--- config.mk ---
export PLATFORM = sky130hd
export DESIGN_NAME = hazard_ctrl_flat
export DESIGN_NICKNAME = d
export VERILOG_FILES = /design/src/rtl/hazard_ctrl_pkg.sv /design/src/rtl/hazard_ctrl_if.sv /design/src/rtl/hazard_ctrl_hazard_detect.sv /design/src/rtl/hazard_ctrl.sv /design/src/flat_wrapper.sv
export SDC_FILE = /design/constraint.sdc
export NUM_CORES = 1
export LEC_CHECK = 0
export CORE_AREA = 2 2 39 41
export DETAILED_ROUTE_END_ITERATION = 8
export DIE_AREA = 0 0 41 43
export MAX_ROUTING_LAYER = met4
export PLACE_DENSITY = 0.7
export SYNTH_ARGS = -nofsm -noshare
export SYNTH_HDL_FRONTEND = slang
export SYNTH_SLANG_ARGS = --single-unit
--- constraint.sdc ---
create_clock -name clk -period 2.5 [get_ports clk]
set_clock_uncertainty 0.1 [all_clocks]
set_input_delay 0.625 -clock clk [delete_from_list [all_inputs] [get_ports clk]]
set_output_delay 0.625 -clock clk [all_outputs]
set_load 0.005 [all_outputs]
--- src/rtl/hazard_ctrl_pkg.sv ---
// hazard_ctrl_pkg
// Shared definitions for the ID/EX hazard controller:
//   - register-address width and bus type (REG_AWIDTH / reg_abus_t)
//   - sequencer state encodings (HZ_RUN, HZ_LOAD_WAIT, HZ_FLUSH)
//   - hz_ctrl_t: the five pipeline stall/flush enables as one bundle
// Optional feature macro used by the top: HAZARD_PERF_EN.
package hazard_ctrl_pkg;

    localparam int REG_AWIDTH = 5;
    typedef logic [REG_AWIDTH-1:0] reg_abus_t;

    // Plain 2-bit constants so the encodings line up with older netlists.
    localparam logic [1:0] HZ_RUN       = 2'd0;
    localparam logic [1:0] HZ_LOAD_WAIT = 2'd1;
    localparam logic [1:0] HZ_FLUSH     = 2'd2;

    typedef struct packed {
        logic pc_stall;
        logic ifid_stall;
        logic ifid_flush;
        logic idex_stall;
        logic idex_flush;
    } hz_ctrl_t;

    localparam hz_ctrl_t HZ_IDLE   = '{default: 1'b0};
    localparam hz_ctrl_t HZ_BUBBLE = '{pc_stall: 1'b1, ifid_stall: 1'b1, ifid_flush: 1'b0,
                                       idex_stall: 1'b0, idex_flush: 1'b1};
    localparam hz_ctrl_t HZ_FLUSHV = '{pc_stall: 1'b0, ifid_stall: 1'b0, ifid_flush: 1'b1,
                                       idex_stall: 1'b0, idex_flush: 1'b1};
    localparam hz_ctrl_t HZ_FREEZE = '{pc_stall: 1'b1, ifid_stall: 1'b1, ifid_flush: 1'b0,
                                       idex_stall: 1'b1, idex_flush: 1'b0};

endpackage

--- src/rtl/hazard_ctrl_if.sv ---
// hazard_ctrl_if
// Bundles the decoder/EX-side hazard inputs and the stall/flush enables.
//   slave  : the hazard controller (reads ID/EX state, drives enables)
//   master : the pipeline side (drives ID/EX state, reads enables)
interface hazard_ctrl_if;
    import hazard_ctrl_pkg::*;

    reg_abus_t id_rs1_addr_i;
    reg_abus_t id_rs2_addr_i;
    logic      id_use_rs1_i;
    logic      id_use_rs2_i;
    reg_abus_t ex_rd_addr_i;
    logic      ex_is_load_i;
    logic      ex_wb_i;
    logic      ex_redirect_i;
    logic      ext_stall_i;

    logic      pc_stall_o;
    logic      ifid_stall_o;
    logic      ifid_flush_o;
    logic      idex_stall_o;
    logic      idex_flush_o;

    modport slave (
        input  id_rs1_addr_i, id_rs2_addr_i, id_use_rs1_i, id_use_rs2_i,
               ex_rd_addr_i, ex_is_load_i, ex_wb_i, ex_redirect_i, ext_stall_i,
        output pc_stall_o, ifid_stall_o, ifid_flush_o, idex_stall_o, idex_flush_o
    );

    modport master (
        output id_rs1_addr_i, id_rs2_addr_i, id_use_rs1_i, id_use_rs2_i,
               ex_rd_addr_i, ex_is_load_i, ex_wb_i, ex_redirect_i, ext_stall_i,
        input  pc_stall_o, ifid_stall_o, ifid_flush_o, idex_stall_o, idex_flush_o
    );

endinterface

--- src/rtl/hazard_ctrl_hazard_detect.sv ---
// hazard_detect
// Purely combinational load-use hazard term.
//   id_rs1/rs2_addr_i, id_use_rs1/rs2_i : source operands of the ID instruction
//   ex_rd_addr_i, ex_is_load_i, ex_wb_i : destination / class of the ID/EX instruction
//   haz_o : ID needs a value that the load in EX has not produced yet
module hazard_detect
    import hazard_ctrl_pkg::*;
(
    input  reg_abus_t id_rs1_addr_i,
    input  reg_abus_t id_rs2_addr_i,
    input  logic      id_use_rs1_i,
    input  logic      id_use_rs2_i,
    input  reg_abus_t ex_rd_addr_i,
    input  logic      ex_is_load_i,
    input  logic      ex_wb_i,
    output logic      haz_o
);
    logic rs1_hit, rs2_hit;

    assign rs1_hit = id_use_rs1_i && (id_rs1_addr_i == ex_rd_addr_i);
    assign rs2_hit = id_use_rs2_i && (id_rs2_addr_i == ex_rd_addr_i);

    // x0 is hardwired zero, so a load "to x0" never produces a dependency.
    assign haz_o = ex_is_load_i && ex_wb_i && (ex_rd_addr_i != '0) && (rs1_hit || rs2_hit);

endmodule

--- src/rtl/hazard_ctrl.sv ---
// hazard_ctrl
// ID/EX pipeline sequencing controller. Each cycle decides whether PC,
// IF/ID and ID/EX advance, hold or take a bubble, for load-use hazards,
// EX-stage redirects and external (dmem/UART) wait requests.
// Ports:
//   clk, rst : core clock, synchronous active-high reset
//   hz       : hazard_ctrl_if.slave (hazard inputs, stall/flush enables)
//   stall_cnt_o, flush_cnt_o : 32-bit perf counters, only with HAZARD_PERF_EN
// Parameters: LOAD_BUBBLES (1..3), REDIRECT_FLUSH (1..3), CNT_W holds the max.
// Only state_q/cnt_q (and the perf counters) are registered; enables are
// combinational so the response to any input is zero-cycle.
module hazard_ctrl
    import hazard_ctrl_pkg::*;
#(
    parameter int LOAD_BUBBLES   = 1,
    parameter int REDIRECT_FLUSH = 1,
    parameter int CNT_W          = 2
) (
    input  logic               clk,
    input  logic               rst,
    hazard_ctrl_if.slave       hz
`ifdef HAZARD_PERF_EN
    ,
    output logic [31:0]        stall_cnt_o,
    output logic [31:0]        flush_cnt_o
`endif
);
    localparam logic [CNT_W-1:0] CNT_ONE = CNT_W'(1);
    localparam logic [CNT_W-1:0] LB_INIT = CNT_W'(LOAD_BUBBLES - 1);
    localparam logic [CNT_W-1:0] RF_INIT = CNT_W'(REDIRECT_FLUSH - 1);

    logic [1:0]       state_q, state_d;
    logic [CNT_W-1:0] cnt_q, cnt_d;
    logic             haz;
    hz_ctrl_t         ctl;

    hazard_detect u_detect (
        .id_rs1_addr_i (hz.id_rs1_addr_i),
        .id_rs2_addr_i (hz.id_rs2_addr_i),
        .id_use_rs1_i  (hz.id_use_rs1_i),
        .id_use_rs2_i  (hz.id_use_rs2_i),
        .ex_rd_addr_i  (hz.ex_rd_addr_i),
        .ex_is_load_i  (hz.ex_is_load_i),
        .ex_wb_i       (hz.ex_wb_i),
        .haz_o         (haz)
    );

    // Priority: rst > ext stall > redirect / FLUSH > load-use / LOAD_WAIT > run.
    always_comb begin
        state_d = state_q;
        cnt_d   = cnt_q;
        ctl     = HZ_IDLE;
        if (rst) begin
            ctl     = HZ_FLUSHV;
            state_d = HZ_RUN;
            cnt_d   = '0;
        end else if (hz.ext_stall_i) begin
            // Whole pipe frozen; EX inputs persist and get re-evaluated on release.
            ctl = HZ_FREEZE;
        end else if (hz.ex_redirect_i) begin
            // Redirect beats a same-cycle hazard: the dependent instruction is
            // wrong-path, so no bubble is charged. Also covers the (unexpected)
            // redirect seen while in LOAD_WAIT or FLUSH.
            ctl = HZ_FLUSHV;
            if (REDIRECT_FLUSH > 1) begin
                state_d = HZ_FLUSH;
                cnt_d   = RF_INIT;
            end else begin
                state_d = HZ_RUN;
                cnt_d   = '0;
            end
        end else if (state_q == HZ_FLUSH) begin
            // Hazards from discarded instructions are ignored here.
            ctl   = HZ_FLUSHV;
            cnt_d = cnt_q - CNT_ONE;
            if (cnt_q == CNT_ONE) state_d = HZ_RUN;
        end else if (state_q == HZ_LOAD_WAIT) begin
            ctl   = HZ_BUBBLE;
            cnt_d = cnt_q - CNT_ONE;
            if (cnt_q == CNT_ONE) state_d = HZ_RUN;
        end else begin
            // RUN (an unused encoding also lands here and recovers to RUN).
            state_d = HZ_RUN;
            if (haz) begin
                ctl = HZ_BUBBLE;
                if (LOAD_BUBBLES > 1) begin
                    state_d = HZ_LOAD_WAIT;
                    cnt_d   = LB_INIT;
                end
            end
        end
    end

    always_ff @(posedge clk) begin
        if (rst) begin
            state_q <= HZ_RUN;
            cnt_q   <= '0;
        end else begin
            state_q <= state_d;
            cnt_q   <= cnt_d;
        end
    end

    assign hz.pc_stall_o   = ctl.pc_stall;
    assign hz.ifid_stall_o = ctl.ifid_stall;
    assign hz.ifid_flush_o = ctl.ifid_flush;
    assign hz.idex_stall_o = ctl.idex_stall;
    assign hz.idex_flush_o = ctl.idex_flush;

`ifdef HAZARD_PERF_EN
    logic [31:0] stall_cnt_q, stall_cnt_d;
    logic [31:0] flush_cnt_q, flush_cnt_d;

    // ctl is already forced to the flush pattern during reset, but the
    // counters must not count reset cycles, hence the explicit !rst.
    always_comb begin
        stall_cnt_d = stall_cnt_q + {31'd0, ctl.pc_stall   & ~rst};
        flush_cnt_d = flush_cnt_q + {31'd0, ctl.idex_flush & ~rst};
    end

    always_ff @(posedge clk) begin
        if (rst) begin
            stall_cnt_q <= '0;
            flush_cnt_q <= '0;
        end else begin
            stall_cnt_q <= stall_cnt_d;
            flush_cnt_q <= flush_cnt_d;
        end
    end

    assign stall_cnt_o = stall_cnt_q;
    assign flush_cnt_o = flush_cnt_q;
`endif

endmodule

--- src/flat_wrapper.sv ---
// flat-port wrapper written by rule: the top's interface ports become plain ports
module hazard_ctrl_flat import hazard_ctrl_pkg::*;
#(
    parameter int LOAD_BUBBLES   = 1,
    parameter int REDIRECT_FLUSH = 1,
    parameter int CNT_W          = 2
)
  (clk, rst, hz_id_rs1_addr_i, hz_id_rs2_addr_i, hz_id_use_rs1_i, hz_id_use_rs2_i, hz_ex_rd_addr_i, hz_ex_is_load_i, hz_ex_wb_i, hz_ex_redirect_i, hz_ext_stall_i, hz_pc_stall_o, hz_ifid_stall_o, hz_ifid_flush_o, hz_idex_stall_o, hz_idex_flush_o);
  hazard_ctrl_if hz_i ();
  input  logic clk;
  input  logic rst;
  input wire logic [$bits(hz_i.id_rs1_addr_i)-1:0] hz_id_rs1_addr_i;
  input wire logic [$bits(hz_i.id_rs2_addr_i)-1:0] hz_id_rs2_addr_i;
  input wire logic [$bits(hz_i.id_use_rs1_i)-1:0] hz_id_use_rs1_i;
  input wire logic [$bits(hz_i.id_use_rs2_i)-1:0] hz_id_use_rs2_i;
  input wire logic [$bits(hz_i.ex_rd_addr_i)-1:0] hz_ex_rd_addr_i;
  input wire logic [$bits(hz_i.ex_is_load_i)-1:0] hz_ex_is_load_i;
  input wire logic [$bits(hz_i.ex_wb_i)-1:0] hz_ex_wb_i;
  input wire logic [$bits(hz_i.ex_redirect_i)-1:0] hz_ex_redirect_i;
  input wire logic [$bits(hz_i.ext_stall_i)-1:0] hz_ext_stall_i;
  output wire logic [$bits(hz_i.pc_stall_o)-1:0] hz_pc_stall_o;
  output wire logic [$bits(hz_i.ifid_stall_o)-1:0] hz_ifid_stall_o;
  output wire logic [$bits(hz_i.ifid_flush_o)-1:0] hz_ifid_flush_o;
  output wire logic [$bits(hz_i.idex_stall_o)-1:0] hz_idex_stall_o;
  output wire logic [$bits(hz_i.idex_flush_o)-1:0] hz_idex_flush_o;
  assign hz_i.id_rs1_addr_i = hz_id_rs1_addr_i;
  assign hz_i.id_rs2_addr_i = hz_id_rs2_addr_i;
  assign hz_i.id_use_rs1_i = hz_id_use_rs1_i;
  assign hz_i.id_use_rs2_i = hz_id_use_rs2_i;
  assign hz_i.ex_rd_addr_i = hz_ex_rd_addr_i;
  assign hz_i.ex_is_load_i = hz_ex_is_load_i;
  assign hz_i.ex_wb_i = hz_ex_wb_i;
  assign hz_i.ex_redirect_i = hz_ex_redirect_i;
  assign hz_i.ext_stall_i = hz_ext_stall_i;
  assign hz_pc_stall_o = hz_i.pc_stall_o;
  assign hz_ifid_stall_o = hz_i.ifid_stall_o;
  assign hz_ifid_flush_o = hz_i.ifid_flush_o;
  assign hz_idex_stall_o = hz_i.idex_stall_o;
  assign hz_idex_flush_o = hz_i.idex_flush_o;
  hazard_ctrl #(.LOAD_BUBBLES(LOAD_BUBBLES), .REDIRECT_FLUSH(REDIRECT_FLUSH), .CNT_W(CNT_W)) u_core (.clk(clk), .rst(rst), .hz(hz_i));
endmodule
After elaboration in Yosys (flattened, before gate mapping)

Cells that the tools add are included.

Output and inout bits: 5
Bits of input ports: 23
Logic and storage cells: 31
Bits in registers: 4

Add/sub/neg operators: 1
Reductions and logical operators: 9
Bitwise gates (word level): 1
Muxes and demuxes: 13
Equal/unequal tests: 5

Operators with widths:

| cell                                                                   | count |
|---|---|
| 5-bit 2-to-1 mux                                                       | 6 |
| 2-bit 2-to-1 mux                                                       | 7 |
| 5-bit equality test                                                    | 2 |
| 1-bit logical AND                                                      | 5 |
| 5-bit nonzero test                                                     | 1 |
| 2-bit by 1-bit equality test with 1-bit output (second input constant) | 2 |
| 3-bit nonzero test                                                     | 1 |
| 2-bit equality test (second input constant)                            | 1 |
| 2-bit AND reduction                                                    | 1 |
| 2-bit by 1-bit subtractor with 2-bit output (second input constant)    | 1 |
| 1-bit logical OR                                                       | 1 |
| 1-bit inverter                                                         | 1 |

Depth between registers and ports, before layout

Depth after elaboration: 10
Gate-level depth with buffers: 6
Gate-level depth less buffers: 5

Hierarchy

From an unflattened synthesis, not the netlist that was laid out.

Cell total of the unflattened synthesis: 47
Area total of the unflattened synthesis: 394.1 sq um

By module, submodules not included:

| module        | cells each | area an instance (sq um) | instances | seq. area each (sq um) |
|---|---|---|---|---|
| hazard_ctrl   | 30         | 259.0                    | 1         | 80.1 |
| hazard_detect | 17         | 135.1                    | 1         | 0.0 |

Least setup slack after synthesis

OpenSTA, ideal clock, no wires.

Path type: input to output
Start: in hz_ex_rd_addr_i[1]
End: out hz_pc_stall_o
Slack: 0.164 ns
Stages on the path: 5
Arrival: 1.611 ns
Required time: 1.775 ns
Path through: or3_1 > o311a_1 > o211ai_1 > o21ai_1 > buf_4

Longest elaborated chain between the ends: 10

Ends and longest elaborated chain:

| what                                          | RTL line                                                         | RTL |
|---|---|---|
| start, declared                               | flat_wrapper.sv:16                                               | `input wire logic [$bits(hz_i.ex_rd_addr_i)-1:0] hz_ex_rd_addr_i;` |
| 5-bit equality test, on equally long branches | hazard_ctrl_hazard_detect.sv:20, hazard_ctrl_hazard_detect.sv:21 |  |
| 1-bit logical AND, on equally long branches   | hazard_ctrl_hazard_detect.sv:20, hazard_ctrl_hazard_detect.sv:21 |  |
| 1-bit logical OR                              | hazard_ctrl_hazard_detect.sv:24                                  | `assign haz_o = ex_is_load_i && ex_wb_i && (ex_rd_addr_i != '0) && (rs1_hit \|\| rs2_hit);` |
| 1-bit logical AND *                           | hazard_ctrl_hazard_detect.sv:24                                  |  |
| 5-bit 2-to-1 mux *                            | hazard_ctrl.sv:84                                                | `if (haz) begin` |
| 5-bit 2-to-1 mux *                            | hazard_ctrl.sv:77                                                | `end else if (state_q == HZ_LOAD_WAIT) begin` |
| 5-bit 2-to-1 mux *                            | hazard_ctrl.sv:72                                                | `end else if (state_q == HZ_FLUSH) begin` |
| 5-bit 2-to-1 mux *                            | hazard_ctrl.sv:60                                                | `end else if (hz.ex_redirect_i) begin` |
| 5-bit 2-to-1 mux *                            | hazard_ctrl.sv:57                                                | `end else if (hz.ext_stall_i) begin` |
| 5-bit 2-to-1 mux *                            | hazard_ctrl.sv:53                                                | `if (rst) begin` |
| end, declared                                 | flat_wrapper.sv:21                                               | `output wire logic [$bits(hz_i.pc_stall_o)-1:0] hz_pc_stall_o;` |

Every way passes the cells marked *; elsewhere a longest branch is shown, timed or not.

Final worst setup path

Start: in hz_id_rs1_addr_i[1]
End: out hz_idex_flush_o

Longest elaborated chain between the ends: 10

Ends and longest elaborated chain:

| what                | RTL line                        | RTL |
|---|---|---|
| start, declared     | flat_wrapper.sv:12              | `input wire logic [$bits(hz_i.id_rs1_addr_i)-1:0] hz_id_rs1_addr_i;` |
| 5-bit equality test | hazard_ctrl_hazard_detect.sv:20 | `assign rs1_hit = id_use_rs1_i && (id_rs1_addr_i == ex_rd_addr_i);` |
| 1-bit logical AND   | hazard_ctrl_hazard_detect.sv:20 |  |
| 1-bit logical OR    | hazard_ctrl_hazard_detect.sv:24 |  |
| 1-bit logical AND   | hazard_ctrl_hazard_detect.sv:24 |  |
| 5-bit 2-to-1 mux    | hazard_ctrl.sv:84               |  |
| 5-bit 2-to-1 mux    | hazard_ctrl.sv:77               |  |
| 5-bit 2-to-1 mux    | hazard_ctrl.sv:72               |  |
| 5-bit 2-to-1 mux    | hazard_ctrl.sv:60               |  |
| 5-bit 2-to-1 mux    | hazard_ctrl.sv:57               |  |
| 5-bit 2-to-1 mux    | hazard_ctrl.sv:53               |  |
| end, declared       | flat_wrapper.sv:25              | `output wire logic [$bits(hz_i.idex_flush_o)-1:0] hz_idex_flush_o;` |

Every way passes these cells.

==> reports/qor.txt <==
==============================================================================
Result of the run                                                    completed
Leading post-synthesis cells by instance count                    xor2_1, inv_1, nor2_1
DRC marker count from the first detailed-route iteration                     1
Vert. Die Dim                                                            43 um
FILL cells                                                                 138
P per Cell Area                                                    290 nW/um^2
Die width                                                                41 um
Wire length the detailed router placed on met1                          404 um
Setup crit end kind                                                 output pin
Combined area of the multi-input logic cells                          347 um^2
Count of pins over their slew limit                                          0
Clock buffer count from CTS                                                  3
Highest layer used for signal routing                                     met3
Placed insts                                                               101
Share of synthesized registers carrying an async set or reset               0%
Ant diodes                                                                   0
Number of rows in the core area                                             14
CTS Sinks                                                                    4
Total length of routed met2 wires                                       632 um
CTS H-tree lvls                                                              1
Post-Synthesis Cell Area                                              394 um^2
Post-layout min period                                                 2.49 ns
Number of nets still failing antenna checks after routing                    0
Final cycle utilization of the critical path                             99.5%
Post-Syn Instances                                                          51
Dominant synthesized flop cell                                         dfxtp_1
CTS tree                                                                 built
Buffers on Ports                                                            27
Number of cells in the finished layout apart from fillers                  106
Half-perimeter wire length of the detailed placement result            1.00 mm
Share of Yosys cell area claimed by the top area cell type               20.3%
CTS clk-pin slew, worst paths                                          0.03 ns
Req. time, crit path                                                   1.77 ns
Area used by sequential logic in the layout                          80.1 um^2
Top-count cell post-synth                                               xor2_1
Top cells by area, synth                                          dfxtp_1, xor2_1, xnor2_1
Detailed-router iteration count before antenna repair                        2
Total leakage power                                                0.000373 uW
Die Outline Area                                                     1760 um^2
Cell type contributing the most total cell area after synthesis        dfxtp_1
Final hold slack                                                      0.403 ns
Post-synth EDFFs                                                             0
Highest fanout seen on the critical path                                     2
Unrepaired setup endpoints after global routing                            yes
Total Routed Length                                                    1.23 mm
Final setup vio count                                                        0
Number of buffers on the longest clock path                                  2
Critical Path Start Type                                             input pin
Critical path start-end classification                               in -> out
Antenna violations before repair                                             0
Detailed-route wire length per cell                                    11.6 um
Yosys warning total                                                          0
Seq cells post-synth                                                         4
Fraction of final layout cells sized beyond drive strength 1             38.9%
Syn_area_per_cell                                                    7.73 um^2
Post-Synthesis Net Count                                                    75
Initial Util                                                             28.5%
Maximum clock frequency                                                402 MHz
Met3 layer wire length in the routed design                             191 um
Depth of the worst hold-timing path                                          2
Worst r2r path cells                                                         4
Placer congestion estimate                                               0.792
Synth unique cells                                                          27
CP Data Arrival Time                                                   1.76 ns
Total congestion overflow after global routing                               0
# Max-Cap Violations                                                         0
Core region area                                                     1380 um^2
Total global-route track usage                                           14.8%
Area grow syn2layout                                                      106%
Actual transition at the worst max-transition pin                     0.394 ns
Number of remaining DRC errors                                               0
Final count of hold timing violations                                        0
Worst-Skew Late Latency                                                0.23 ns
Via count of the first global-routing pass                                 449
Via count                                                                  503
Maximum number of pins on one net before global-route repair                 8
Type of the most critical hold path                                 reg -> reg
Utilization of the core after routing                                    58.6%
Maximum VDD drop                                                    0.000241 V
Quantity of hold-fixing buffers added after cts                              0
Sequential area share after synthesis                                    20.3%
Ports                                                                       28
Worst slew slack as a fraction of its limit                              73.0%
Vias/cell                                                                 4.75
Wire length of the first global-routing pass                           1.68 mm
Layout net count                                                           116
Master cell of the clock root buffer                                  clkbuf_4
==============================================================================
-- cells by family (layout without fill, tap and decap cells) --
family | after synthesis | after routing | synth area share (%)
flops | 4 | 4 | 20.3
buf+inv | 8 | 47 | 8.89
xor+xnor | 11 | 11 | 24.4
fa+ha+maj | 1 | 1 | 3.17
mux | 1 | 1 | 2.54
simple gates | 15 | 15 | 18.7
compound gates | 11 | 11 | 21.9
-- cell type report --
type / count / area share [%]
Multi-Input combinational cell: 39 / 42.7
Timing Repair Buffer: 38 / 39.4
Sequential cell: 4 / 9.88
Clock buffer: 3 / 2.78
Inverter: 6 / 2.78
Tap cell: 16 / 2.47
-- per-layer routing --
metal  track usage (%)  vias to the layer above
met3              6.81                        0
li1                  -                      259
met5                 -                        -
met1              13.2                      220
met4              10.0                        0
met2              23.4                       24
-- worst max-delay path: stages --
cell and delay (ns):
buf_6 0.09, xor2_1 0.17, nor4_4 0.30, a32oi_2 0.16, buf_4 0.16, o221ai_2 0.13, buf_2 0.13
-- path summary, 6_finish.rpt --
check / slack (ns) / endpoint / start
hold / removal: 0.40 / u_core.cnt_q[1]$_SDFFE_PP0P_ / u_core.cnt_q[1]$_SDFFE_PP0P_
hold reg to reg: 0.40 / u_core.cnt_q[1]$_SDFFE_PP0P_ / u_core.cnt_q[1]$_SDFFE_PP0P_
setup reg to reg: 1.32 / u_core.cnt_q[1]$_SDFFE_PP0P_ / u_core.state_q[1]$_SDFFE_PP0N_
setup / recovery: 0.01 / hz_idex_flush_o / hz_id_rs1_addr_i[1]
-- where the power goes --
group | switching, uW | internal, uW
sequential | 0 | 64.2
combinational | 38.7 | 56.7
clock | 22.5 | 53.4
-- through the flow --
stage | worst slack [ns] | power [uW] | area [um^2] | setup TNS (ns)
floorplan | 0.164 | 91.8 | 394 | 0
global placement | -0.744 | 154 | 739 | -2.71
detailed placement | -0.818 | 155 | 739 | -2.91
CTS | -0.0241 | 232 | 759 | -0.0241
global route | -0.0945 | 254 | 811 | -0.0945
finish | 0.0128 | 236 | 811 | 0
-- layout by cell type, fill, tap and decap left out, types with 2 or more instances in the layout --
cell type / count
clkbuf_4: 3
dfxtp_1: 4
inv_1: 5
clkdlybuf4s50_1: 5
dlygate4sd2_1: 6
nor3_1: 4
nor2_1: 4
buf_2: 7
buf_6: 3
dlymetal6s2s_1: 2
buf_4: 11
xor2_1: 7
clkdlybuf4s15_1: 2
xnor2_1: 2
-- timing repair --
item / CTS / global route
gates resized for setup: 66 / 11
endpoints found under the setup margin: 5 / 4
pin swaps: 14 / 6
buffers inserted: 2 / 0
-- state kept, by name, summed over array words and instances (netlist names) --
| signal | flops |
|---|---|
| u_core.cnt_q | 2 |
| u_core.state_q | 2 |
Note: power is estimated with default switching activity, not from simulation.
